<file path="config.mk">
export PLATFORM = sky130hd
export DESIGN_NAME = pipeline_spi_regfile
export DESIGN_NICKNAME = d
export VERILOG_FILES = /design/src/rtl/pipeline_ctrl_pkg.sv /design/src/rtl/layer_regs.sv /design/src/rtl/pipeline_spi_regfile.sv
export SDC_FILE = /design/constraint.sdc
export NUM_CORES = 1
export LEC_CHECK = 0
export BUFFER_PORTS_ARGS = -buffer_cell sky130_fd_sc_hd__clkbuf_2
export CAP_MARGIN = 40
export CELL_PAD_IN_SITES_DETAIL_PLACEMENT = 1
export CELL_PAD_IN_SITES_GLOBAL_PLACEMENT = 2
export CORE_AREA = 2 2 205 207
export CTS_CLUSTER_SIZE = 14
export DETAILED_ROUTE_END_ITERATION = 7
export DIE_AREA = 0 0 207 209
export PLACE_DENSITY_LB_ADDON = 0.1
export SLEW_MARGIN = 10
export SYNTH_ARGS = -nofsm -noshare
export SYNTH_HDL_FRONTEND = slang
export SYNTH_SLANG_ARGS = --single-unit
</file>
<file path="constraint.sdc">
create_clock -name clk -period 2 [get_ports clk]
set_input_delay 0.2 -clock clk [delete_from_list [all_inputs] [get_ports clk]]
set_output_delay 0.2 -clock clk [all_outputs]
set_load 0.01 [all_outputs]
</file>
<file path="src/rtl/pipeline_ctrl_pkg.sv">
// Shared definitions for the SPI-driven overlay control register file.
// Holds register address map, special command bytes, FSM state encoding
// and the command validity helper used by the decoder.
package pipeline_ctrl_pkg;

    // Per-layer register addresses (command bits 3:0)
    localparam logic [3:0] ADDR_MODE         = 4'd0;
    localparam logic [3:0] ADDR_SCALE        = 4'd1;
    localparam logic [3:0] ADDR_OFFSET_X     = 4'd2;
    localparam logic [3:0] ADDR_OFFSET_Y     = 4'd3;
    localparam logic [3:0] ADDR_CLIP_LEFT    = 4'd4;
    localparam logic [3:0] ADDR_CLIP_RIGHT   = 4'd5;
    localparam logic [3:0] ADDR_CLIP_TOP     = 4'd6;
    localparam logic [3:0] ADDR_CLIP_BOTTOM  = 4'd7;
    localparam logic [3:0] ADDR_TRANSPARENCY = 4'd8;
    localparam logic [3:0] ADDR_FREEZE       = 4'd9;
    localparam logic [3:0] ADDR_RSVD_LO      = 4'd10;
    localparam logic [3:0] ADDR_RSVD_HI      = 4'd14;

    // Special command bytes
    localparam logic [7:0] CMD_RESET  = 8'h0F;
    localparam logic [7:0] CMD_STATUS = 8'h8F;
    localparam logic [7:0] CMD_NOP    = 8'hFF;

    typedef enum logic [2:0] {
        ST_IDLE  = 3'd0,
        ST_WR_HI = 3'd1,
        ST_WR_LO = 3'd2,
        ST_APPLY = 3'd3,
        ST_RD_HI = 3'd4,
        ST_RD_LO = 3'd5
    } state_t;

    // A command is valid when it names an existing layer and a
    // non-reserved address.
    function automatic logic cmd_is_valid(input logic [2:0] layer,
                                          input logic [3:0] addr,
                                          input int num_layers);
        return (int'(layer) < num_layers) &&
               !(addr >= ADDR_RSVD_LO && addr <= ADDR_RSVD_HI);
    endfunction

endpackage

</file>
<file path="src/rtl/layer_regs.sv">
// One overlay layer's double-buffered register set.
// Ports: clk/rst_n; write port (we, addr, wdata) and clr update the shadow
// set; commit copies shadow to active; rd_addr/rd_data read back the active
// set (offsets sign-extended); the remaining outputs are the active values.
module layer_regs
    import pipeline_ctrl_pkg::*;
#(
    parameter int PRECISION              = 11,
    parameter int TRANSPARENCY_PRECISION = 3
) (
    input  logic                              clk,
    input  logic                              rst_n,
    input  logic                              we,
    input  logic                              clr,
    input  logic [3:0]                        addr,
    input  logic [15:0]                       wdata,
    input  logic                              commit,
    input  logic [3:0]                        rd_addr,
    output logic [15:0]                       rd_data,
    output logic [1:0]                        mode,
    output logic [1:0]                        scale,
    output logic [PRECISION:0]                offset_x,
    output logic [PRECISION:0]                offset_y,
    output logic [PRECISION-1:0]              clip_left,
    output logic [PRECISION-1:0]              clip_right,
    output logic [PRECISION-1:0]              clip_top,
    output logic [PRECISION-1:0]              clip_bottom,
    output logic [TRANSPARENCY_PRECISION-1:0] transparency,
    output logic                              freeze
);
    localparam int P = PRECISION;
    localparam int T = TRANSPARENCY_PRECISION;

    logic [1:0]   s_mode, s_scale;
    logic [P:0]   s_offx, s_offy;
    logic [P-1:0] s_cl, s_cr, s_ct, s_cb;
    logic [T-1:0] s_tr;
    logic         s_frz;

    // Upper word bits beyond the widest register are simply truncated.
    logic unused_wdata;
    assign unused_wdata = ^wdata[15:P+1];

    always_ff @(posedge clk or negedge rst_n) begin
        if (!rst_n) begin
            s_mode <= '0; s_scale <= '0; s_offx <= '0; s_offy <= '0;
            s_cl <= '0; s_cr <= '0; s_ct <= '0; s_cb <= '0;
            s_tr <= '0; s_frz <= 1'b0;
            mode <= '0; scale <= '0; offset_x <= '0; offset_y <= '0;
            clip_left <= '0; clip_right <= '0; clip_top <= '0; clip_bottom <= '0;
            transparency <= '0; freeze <= 1'b0;
        end else begin
            if (clr) begin
                s_mode <= '0; s_scale <= '0; s_offx <= '0; s_offy <= '0;
                s_cl <= '0; s_cr <= '0; s_ct <= '0; s_cb <= '0;
                s_tr <= '0; s_frz <= 1'b0;
            end else if (we) begin
                case (addr)
                    ADDR_MODE:         s_mode  <= wdata[1:0];
                    ADDR_SCALE:        s_scale <= wdata[1:0];
                    ADDR_OFFSET_X:     s_offx  <= wdata[P:0];
                    ADDR_OFFSET_Y:     s_offy  <= wdata[P:0];
                    ADDR_CLIP_LEFT:    s_cl    <= wdata[P-1:0];
                    ADDR_CLIP_RIGHT:   s_cr    <= wdata[P-1:0];
                    ADDR_CLIP_TOP:     s_ct    <= wdata[P-1:0];
                    ADDR_CLIP_BOTTOM:  s_cb    <= wdata[P-1:0];
                    ADDR_TRANSPARENCY: s_tr    <= wdata[T-1:0];
                    ADDR_FREEZE:       s_frz   <= wdata[0];
                    default: ;
                endcase
            end
            // Commit samples the shadow before any same-cycle write lands.
            if (commit) begin
                mode <= s_mode; scale <= s_scale;
                offset_x <= s_offx; offset_y <= s_offy;
                clip_left <= s_cl; clip_right <= s_cr;
                clip_top <= s_ct; clip_bottom <= s_cb;
                transparency <= s_tr; freeze <= s_frz;
            end
        end
    end

    always_comb begin
        rd_data = '0;
        case (rd_addr)
            ADDR_MODE:         rd_data = 16'(mode);
            ADDR_SCALE:        rd_data = 16'(scale);
            ADDR_OFFSET_X:     rd_data = {{(15-P){offset_x[P]}}, offset_x};
            ADDR_OFFSET_Y:     rd_data = {{(15-P){offset_y[P]}}, offset_y};
            ADDR_CLIP_LEFT:    rd_data = 16'(clip_left);
            ADDR_CLIP_RIGHT:   rd_data = 16'(clip_right);
            ADDR_CLIP_TOP:     rd_data = 16'(clip_top);
            ADDR_CLIP_BOTTOM:  rd_data = 16'(clip_bottom);
            ADDR_TRANSPARENCY: rd_data = 16'(transparency);
            ADDR_FREEZE:       rd_data = 16'(freeze);
            default:           rd_data = '0;
        endcase
    end

endmodule

</file>
<file path="src/rtl/pipeline_spi_regfile.sv">
// Multi-layer double-buffered control register file fed by SPI bytes.
// Ports: clk/rst_n; spi_active, rx_byte, rx_valid from the SPI slave;
// tx_byte/tx_load reply bytes back to it; frame_sync/commit_hold control the
// shadow-to-active commit; ctrl_* are the packed active registers (layer n
// in slice n); cmd_error is the sticky bad-command flag; dbg_state exposes
// the decoder FSM.
// Handshake: a byte is consumed on any cycle where rx_valid and spi_active
// are both high; tx_load is a one-cycle strobe with no back-pressure.
module pipeline_spi_regfile
    import pipeline_ctrl_pkg::*;
#(
    parameter int PRECISION              = 11,
    parameter int TRANSPARENCY_PRECISION = 3,
    parameter int NUM_LAYERS             = 2
) (
    input  logic                                         clk,
    input  logic                                         rst_n,
    input  logic                                         spi_active,
    input  logic [7:0]                                   rx_byte,
    input  logic                                         rx_valid,
    output logic [7:0]                                   tx_byte,
    output logic                                         tx_load,
    input  logic                                         frame_sync,
    input  logic                                         commit_hold,
    output logic [2*NUM_LAYERS-1:0]                      ctrl_overlay_mode,
    output logic [2*NUM_LAYERS-1:0]                      ctrl_fg_scale,
    output logic [(PRECISION+1)*NUM_LAYERS-1:0]          ctrl_fg_offset_x,
    output logic [(PRECISION+1)*NUM_LAYERS-1:0]          ctrl_fg_offset_y,
    output logic [PRECISION*NUM_LAYERS-1:0]              ctrl_fg_clip_left,
    output logic [PRECISION*NUM_LAYERS-1:0]              ctrl_fg_clip_right,
    output logic [PRECISION*NUM_LAYERS-1:0]              ctrl_fg_clip_top,
    output logic [PRECISION*NUM_LAYERS-1:0]              ctrl_fg_clip_bottom,
    output logic [TRANSPARENCY_PRECISION*NUM_LAYERS-1:0] ctrl_fg_transparency,
    output logic [NUM_LAYERS-1:0]                        ctrl_fg_freeze,
    output logic                                         cmd_error,
    output state_t                                       dbg_state
);
    localparam int P  = PRECISION;
    localparam int T  = TRANSPARENCY_PRECISION;
    localparam int NL = NUM_LAYERS;

    state_t      state_q, state_d;
    logic [7:0]  cmd_q, data_hi_q, data_lo_q, rd_lo_q;
    logic [15:0] layer_rd [NL];
    logic [15:0] rd_sel;
    logic        rx_ok, rx_special, apply_we, apply_clr, commit;

    assign rx_ok      = rx_valid & spi_active;
    assign rx_special = (rx_byte == CMD_RESET) || (rx_byte == CMD_STATUS) ||
                        (rx_byte == CMD_NOP);
    assign commit     = frame_sync & ~commit_hold;
    assign dbg_state  = state_q;

    // Readback is taken from the command byte itself so the high reply byte
    // can be loaded the cycle after the command arrives.
    always_comb begin
        rd_sel = '0;
        for (int i = 0; i < NL; i++) begin
            if (rx_byte[6:4] == 3'(i)) rd_sel = layer_rd[i];
        end
    end

    // FSM: state register
    always_ff @(posedge clk or negedge rst_n) begin
        if (!rst_n) state_q <= ST_IDLE;
        else        state_q <= state_d;
    end

    // FSM: next state. Losing slave select aborts any frame; APPLY needs no
    // guard because its write is unconditional and it always returns to IDLE.
    always_comb begin
        state_d = state_q;
        if (!spi_active) begin
            state_d = ST_IDLE;
        end else begin
            case (state_q)
                ST_IDLE: if (rx_valid) begin
                    if (rx_byte == CMD_RESET)     state_d = ST_APPLY;
                    else if (rx_byte == CMD_NOP)  state_d = ST_IDLE;
                    else if (rx_byte[7])          state_d = ST_RD_HI;
                    else                          state_d = ST_WR_HI;
                end
                ST_WR_HI: if (rx_valid) state_d = ST_WR_LO;
                ST_WR_LO: if (rx_valid) state_d = ST_APPLY;
                ST_APPLY:               state_d = ST_IDLE;
                ST_RD_HI: if (rx_valid) state_d = ST_RD_LO;
                ST_RD_LO: if (rx_valid) state_d = ST_IDLE;
                default:                state_d = ST_IDLE;
            endcase
        end
    end

    // FSM: outputs
    always_comb begin
        apply_clr = (state_q == ST_APPLY) && (cmd_q == CMD_RESET);
        apply_we  = (state_q == ST_APPLY) && (cmd_q != CMD_RESET) &&
                    cmd_is_valid(cmd_q[6:4], cmd_q[3:0], NL);
    end

    // Command/data capture, error flag and reply sequencing
    always_ff @(posedge clk or negedge rst_n) begin
        if (!rst_n) begin
            cmd_q     <= '0;
            data_hi_q <= '0;
            data_lo_q <= '0;
            rd_lo_q   <= '0;
            tx_byte   <= '0;
            tx_load   <= 1'b0;
            cmd_error <= 1'b0;
        end else begin
            tx_load <= 1'b0;
            case (state_q)
                ST_IDLE: if (rx_ok) begin
                    cmd_q <= rx_byte;
                    if (rx_byte == CMD_STATUS) begin
                        // Reply carries the flag value from before the clear.
                        cmd_error <= 1'b0;
                        tx_byte   <= {7'b0, cmd_error};
                        rd_lo_q   <= 8'h00;
                        tx_load   <= 1'b1;
                    end else if (!rx_special) begin
                        if (!cmd_is_valid(rx_byte[6:4], rx_byte[3:0], NL))
                            cmd_error <= 1'b1;
                        if (rx_byte[7]) begin
                            tx_byte <= rd_sel[15:8];
                            rd_lo_q <= rd_sel[7:0];
                            tx_load <= 1'b1;
                        end
                    end
                end
                ST_WR_HI: if (rx_ok) data_hi_q <= rx_byte;
                ST_WR_LO: if (rx_ok) data_lo_q <= rx_byte;
                ST_RD_HI: if (rx_ok) begin
                    tx_byte <= rd_lo_q;
                    tx_load <= 1'b1;
                end
                default: ;
            endcase
        end
    end

    for (genvar g = 0; g < NL; g++) begin : g_layer
        layer_regs #(
            .PRECISION             (P),
            .TRANSPARENCY_PRECISION(T)
        ) u_regs (
            .clk         (clk),
            .rst_n       (rst_n),
            .we          (apply_we && (cmd_q[6:4] == 3'(g))),
            .clr         (apply_clr),
            .addr        (cmd_q[3:0]),
            .wdata       ({data_hi_q, data_lo_q}),
            .commit      (commit),
            .rd_addr     (rx_byte[3:0]),
            .rd_data     (layer_rd[g]),
            .mode        (ctrl_overlay_mode[2*g +: 2]),
            .scale       (ctrl_fg_scale[2*g +: 2]),
            .offset_x    (ctrl_fg_offset_x[(P+1)*g +: P+1]),
            .offset_y    (ctrl_fg_offset_y[(P+1)*g +: P+1]),
            .clip_left   (ctrl_fg_clip_left[P*g +: P]),
            .clip_right  (ctrl_fg_clip_right[P*g +: P]),
            .clip_top    (ctrl_fg_clip_top[P*g +: P]),
            .clip_bottom (ctrl_fg_clip_bottom[P*g +: P]),
            .transparency(ctrl_fg_transparency[T*g +: T]),
            .freeze      (ctrl_fg_freeze[g])
        );
    end

endmodule
</file>
== Yosys cells after proc, flatten, opt, wreduce, memory -nomap -nowiden ==
Cells that the tools add are included.
Word-level totals
  bits in registers: 345
  output and inout port bits: 165
  word-level logic and storage cells: 239
Operators by class
  $lt $le $gt $ge: 6
  equal/unequal tests: 41
  muxes and demuxes: 82
  bitwise operators: 3
  reductions and logical operators: 59
Operators with widths (count)
  16-bit case mux with 10 select lines: 2
  11-bit two-way mux: 20
  12-bit two-way mux: 10
  8-bit two-way mux: 8
  2-bit AND reduction: 23
  3-bit two-way mux: 14
  4-bit by 3-bit == test with 1-bit output, second input constant: 8
  16-bit two-way mux: 2
  2-bit nonzero test: 14
  3-bit inequality test, second input constant: 7
  2-bit two-way mux: 10
  4-bit by 2-bit == test with 1-bit output, second input constant: 4
  4-bit == test, second input constant: 4
  8-bit by 4-bit == test with 1-bit output, second input constant: 2
  8-bit == test, second input constant: 2
  8-bit case mux with 2 select lines: 1
  3-bit case mux with 5 select lines: 1
  1-bit two-way mux: 13
  5-bit AND reduction: 2
  3-bit by 1-bit == test with 1-bit output, second input constant: 3
  1-bit logical AND: 9
  3-bit zero test: 3
  4-bit by 1-bit == test with 1-bit output, second input constant: 2
  4-bit greater-or-equal comparator, second input constant: 2
  other kinds (14): 25

== Logic depth before layout (Yosys ltp) ==
  word-level depth: 9
  depth in mapped cells: 8
  gate-level depth less buffers: 5

== By module ==
A second synthesis with hierarchy kept.
Unflattened totals
  cell total of the unflattened synthesis: 1326
  area, all modules: 15767.6 um2
Modules (own cells, without submodules)
  layer_regs: instances 2, cells each 556, area an instance 6772.7 um2
  pipeline_spi_regfile: instances 1, cells each 214, area an instance 2222.1 um2

== Least setup slack after synthesis ==
Ideal clock, no wire load.
  kind: register to register
  start point: reg state_q[2], in the netlist dbg_state[2]
  end point: reg g_layer[0].u_regs.s_offy[10]
  arrival: 1.997 ns
  required time: 1.875 ns
  setup slack: -0.122 ns
  stages on the path, launching flop included: 8
  path through: dfrtp_1 > nor4b_2 > nor3b_2 > buf_4 > or3b_1 > buf_6 > buf_8 > mux2_4
On the way
  word-level cells in the longest chain between the ends: 6
  elaborated cells between the ends (all ways): 9
Ends and longest elaborated chain
  start: declaration: line pipeline_spi_regfile.sv:42  | state_t state_q, state_d;
  start signal: assignment: line pipeline_spi_regfile.sv:66  | else state_q <= state_d;
  3-bit by 2-bit == test with 1-bit output *: line pipeline_spi_regfile.sv:95, pipeline_spi_regfile.sv:96
  1-bit logical AND (2 in a row): line pipeline_spi_regfile.sv:96  | apply_we = (state_q == ST_APPLY) && (cmd_q != CMD_RESET) &&
  1-bit logical AND: line pipeline_spi_regfile.sv:149  | .we (apply_we && (cmd_q[6:4] == 3'(g))),
  2-bit nonzero test (no source line)
  2-bit AND reduction (no source line)
  end signal: assignment: line layer_regs.sv:62  | ADDR_OFFSET_Y: s_offy <= wdata[P:0];
  end: declaration: line layer_regs.sv:35  | logic [P:0] s_offx, s_offy;
Every way passes the cells marked *; elsewhere a longest branch is shown, timed or not.
A chain may end at the register's enable or synchronous reset.

== Worst setup path after layout ==
  start point: reg cmd_q[5]
  end point: reg g_layer[0].u_regs.s_offy[10]
On the way
  word-level cells in the longest chain between the ends: 6
  elaborated cells between the ends (all ways): 13
Ends and longest elaborated chain
  start: declaration: line pipeline_spi_regfile.sv:43  | logic [7:0] cmd_q, data_hi_q, data_lo_q, rd_lo_q;
  start signal: assignment: line pipeline_spi_regfile.sv:114  | cmd_q <= rx_byte;
  3-bit by 2-bit less-than comparator with 1-bit output / 8-bit by 4-bit inequality test with 1-bit output (equally long branches): line pipeline_ctrl_pkg.sv:39, pipeline_spi_regfile.sv:96
  1-bit logical AND (on tied branches): line pipeline_ctrl_pkg.sv:39, pipeline_spi_regfile.sv:96
  1-bit logical AND: line pipeline_spi_regfile.sv:96
  1-bit logical AND: line pipeline_spi_regfile.sv:149
  2-bit nonzero test (no source line)
  2-bit AND reduction (no source line)
Parallel ways exist; a longest one is shown, timed or not.

==> impl_results.md <==
* Hold wc startpoint: rx_valid
* Timing startpoint of the critical path: cmd_q[5]
* Final critical-path setup slack at -0.0952 ns
* Setup TNS after final layout at -6.55 ns
* Worst reg2reg setup slack at -0.1 ns
* Number of design-rule violations left by the first detailed-router iteration at around 620
* First-pass GRT wire length at 77000 um
* Setup violations, final at about 120
* Worst path required time at 2.43 ns
* Fraction of the yosys area taken by sequential cells at 0.576
* Count of different cell masters after synthesis at 64
* Final Instance Area at a little over 20000 um^2
* Cell Area, Placed at roughly 18000 um^2
* Total clock sinks at about 350
* Max-slew headroom at the worst pin at 0.523
* Routed length per instance at around 27 um
* Clock transition at path regs at ~0.060 ns
* Vias per Instance at ~5.4
* Worst skew pair latency at about 0.56 ns
* Unrepaired setup endpoints after global routing: true
* Number of design rule violations left after detail routing at 0
* Number of nets in the finished design at 1456
* Initial antenna violation count at 1
* Crit-path max FO at 12
* Count of pins over their slew limit at 0
* H-tree depth at 2
* Outcome: finished with violations
* Largest vdd supply drop at about 0.00057 V
* Min cycle time layout at approximately 2.1 ns
* ANT nets after route at 0
* Row Count at 75
* Violations in the final reports: negative setup slack
* Dominant register cell in the synthesized netlist: sky130_fd_sc_hd__dfrtp_1
* Number of antenna repair diodes at 0
* Die Height at approximately 210 um
* Overall Global Routing Usage at 0.237
* Number of buffers created by CTS at 41
* Clk root buf: sky130_fd_sc_hd__clkbuf_16
* Core region area at between 40000 and 50000 um^2
* Net Count, Synth at approximately 1100
* Startpoint class of the critical path: register
* FFs w/ async S/R, synth at 1.00
* Post-DP HPWL at approximately 37000 um
* WP data arrival at approximately 2.5 ns
* Areal power density over the cells at slightly below 900 nW/um^2
* MaxCap Viol Count at 0
* Clock Tree Buf Depth at 3
* Tightest Pin Transition at approximately 0.7 ns
* Ports at between 150 and 200
* Endpoint class of the critical path: register
* Full die area at ~43000 um^2
* Endpoint of the worst setup timing path: g_layer[0].u_regs.s_offy[10]
* Area growth from synthesis to layout at 34.1%
* Effective utilization at floorplan at 0.363
* Number of standard cells in the layout, taps in and fillers out at about 2000
* Vias in the first global route at roughly 12000
* R2R Path End: g_layer[0].u_regs.s_offy[10]
* Count of synthesis-stage warnings from yosys at 0
* Pin count of the biggest net entering global routing at just under 60
* DRT Wirelength at around 54000 um
* Kind of path behind the tightest hold check: in -> reg
* Total number of vias at between 10000 and 15000
* Placer Congestion at roughly 0.86
* Pre-CTS WS at -0.268 ns
* Syn_area_per_cell at approximately 13 um^2
* CTS tree: done
* Leakage at between 9 and 10 nW
* Source of the worst register-to-register timing path: cmd_q[5]
* Mapped Cells at 1127
* Reg2reg path depth at 6
* Share of cells above drive strength 1 at 0.529
* Total standard cell area after synthesis at 15000 um^2
* Highest Clock Rate at around 480 MHz
* Final worst clock skew at about 0.018 ns
* Post-Place Cells at about 1900
* Total congestion overflow after global routing at 0
* Number of hold-slack violations in the final timing report at 0
* Critical path type: reg -> reg
* Post-synth EDFFs at 0
* First-pass DRT Iterations at 6
* I/O Buffers at 178
* Period utilisation layout at 1.05
* Number of register bits inferred by synthesis at between 300 and 400
* Die Span X at a little over 200 um
## Yosys cell counts (12+ instances only)
master,n,area share
sky130_fd_sc_hd__dfrtp_1,345,0.58
sky130_fd_sc_hd__mux2_2,301,0.23
sky130_fd_sc_hd__clkbuf_1,56,0.014
sky130_fd_sc_hd__nand2_1,50,0.013
sky130_fd_sc_hd__o21ai_0,43,0.014
sky130_fd_sc_hd__mux2i_1,38,0.025
sky130_fd_sc_hd__a21oi_1,31,0.010
sky130_fd_sc_hd__nor2_1,31,0.0078
sky130_fd_sc_hd__and2_1,19,0.0079
sky130_fd_sc_hd__buf_2,19,0.0063
sky130_fd_sc_hd__a22oi_1,12,0.0060
sky130_fd_sc_hd__nor2b_1,12,0.0050
## cell families (layout without fill, tap and decap cells)
family	after synthesis	in the layout	synth area share
mux	345	345	0.257
flops	345	345	0.576
simple gates	179	185	0.0638
compound gates	171	171	0.0777
buf+inv	87	427	0.0256
## critical path, stage by stage, from the launching register on
cell,delay [ns]
sky130_fd_sc_hd__dfrtp_1,0.41
sky130_fd_sc_hd__nor4b_4,0.33
sky130_fd_sc_hd__nor3b_2,0.24
sky130_fd_sc_hd__buf_4,0.15
sky130_fd_sc_hd__or3b_4,0.39
sky130_fd_sc_hd__buf_12,0.16
sky130_fd_sc_hd__mux2_4,0.29
## placed cells by master, fill, tap and decap left out, types with 10 or more instances in the layout
cell / synthesis / layout
sky130_fd_sc_hd__a21oi_1: 31 / 30
sky130_fd_sc_hd__a22oi_1: 12 / 12
sky130_fd_sc_hd__and2_4: 0 / 19
sky130_fd_sc_hd__buf_12: 0 / 37
sky130_fd_sc_hd__buf_4: 4 / 112
sky130_fd_sc_hd__buf_6: 1 / 10
sky130_fd_sc_hd__clkbuf_16: 0 / 47
sky130_fd_sc_hd__clkbuf_2: 0 / 177
sky130_fd_sc_hd__clkbuf_8: 0 / 10
sky130_fd_sc_hd__dfrtp_1: 345 / 342
sky130_fd_sc_hd__mux2_2: 301 / 227
sky130_fd_sc_hd__mux2_4: 6 / 80
sky130_fd_sc_hd__mux2i_1: 38 / 38
sky130_fd_sc_hd__nand2_1: 50 / 47
sky130_fd_sc_hd__nand3_1: 10 / 10
sky130_fd_sc_hd__nor2_1: 31 / 29
sky130_fd_sc_hd__nor2b_1: 12 / 11
sky130_fd_sc_hd__o211ai_1: 10 / 10
sky130_fd_sc_hd__o21ai_0: 43 / 27
sky130_fd_sc_hd__o21ai_1: 3 / 12
## through the flow
| step | util | power, mW | hold slack [ns] |
|---|---|---|---|
| 2_1_floorplan | - | 8.33 | -0.0956 |
| 3_3_place_gp | 0.434 | 9.81 | 0.133 |
| 3_5_place_dp | 0.434 | 9.84 | 0.135 |
| 4_1_cts | 0.478 | 17.9 | 0.0362 |
| 5_1_grt | 0.487 | 18.5 | 0.0781 |
| 6_report | 0.487 | 17.9 | 0.0712 |
## timing repair
action,in CTS,in global routing
endpoints found under the setup margin,141,152
buffers inserted,6,2
hold endpoints to repair,336,0
hold buffers,2,0
pin swaps,9,7
resized for setup,71,100
gates cloned,2,12
## layout make-up
type,instances,area (um^2)
fillers,4230,21200
flip-flops and latches,345,8640
multi-input cells,701,6530
repair buffers,349,2830
clock buffers,62,1250
well taps,539,674
clock inverters,12,178
inverters,4,15.0
## worst min path at each step
stage                                      to  cells past startpoint
6_report                         dbg_state[2]                      3
5_1_grt                          dbg_state[2]                      3
4_1_cts                          dbg_state[2]                      3
3_5_place_dp   g_layer[0].u_regs.clip_left[3]                      1
3_3_place_gp   g_layer[0].u_regs.clip_left[1]                      1
2_1_floorplan                       cmd_error                      0
## state kept, by name (all words and copies together) (netlist names), 22 cells and up
signal / count
g_layer.u_regs.offset_x: 24
g_layer.u_regs.offset_y: 24
g_layer.u_regs.s_offx: 24
g_layer.u_regs.s_offy: 24
g_layer.u_regs.clip_bottom: 22
g_layer.u_regs.clip_left: 22
g_layer.u_regs.clip_right: 22
g_layer.u_regs.clip_top: 22
g_layer.u_regs.s_cb: 22
g_layer.u_regs.s_cl: 22
g_layer.u_regs.s_cr: 22
g_layer.u_regs.s_ct: 22
## per-layer routing
metal / vias up / part of all wire / GRT usage / wire [um]
li1: 4763 / - / - / -
met1: 5793 / 0.49 / 0.349 / 26200
met2: 236 / 0.46 / 0.368 / 24400
met3: 57 / 0.038 / 0.0341 / 2030
met4: 0 / 0.015 / 0.0599 / 818
met5: - / 0 / 0 / 0
## power breakdown
group | switching [mW] | internal (mW)
sequential | 0.237 | 7.18
combinational | 1.52 | 1.06
clock | 3.03 | 4.83
(Power assumes the default switching activity.)
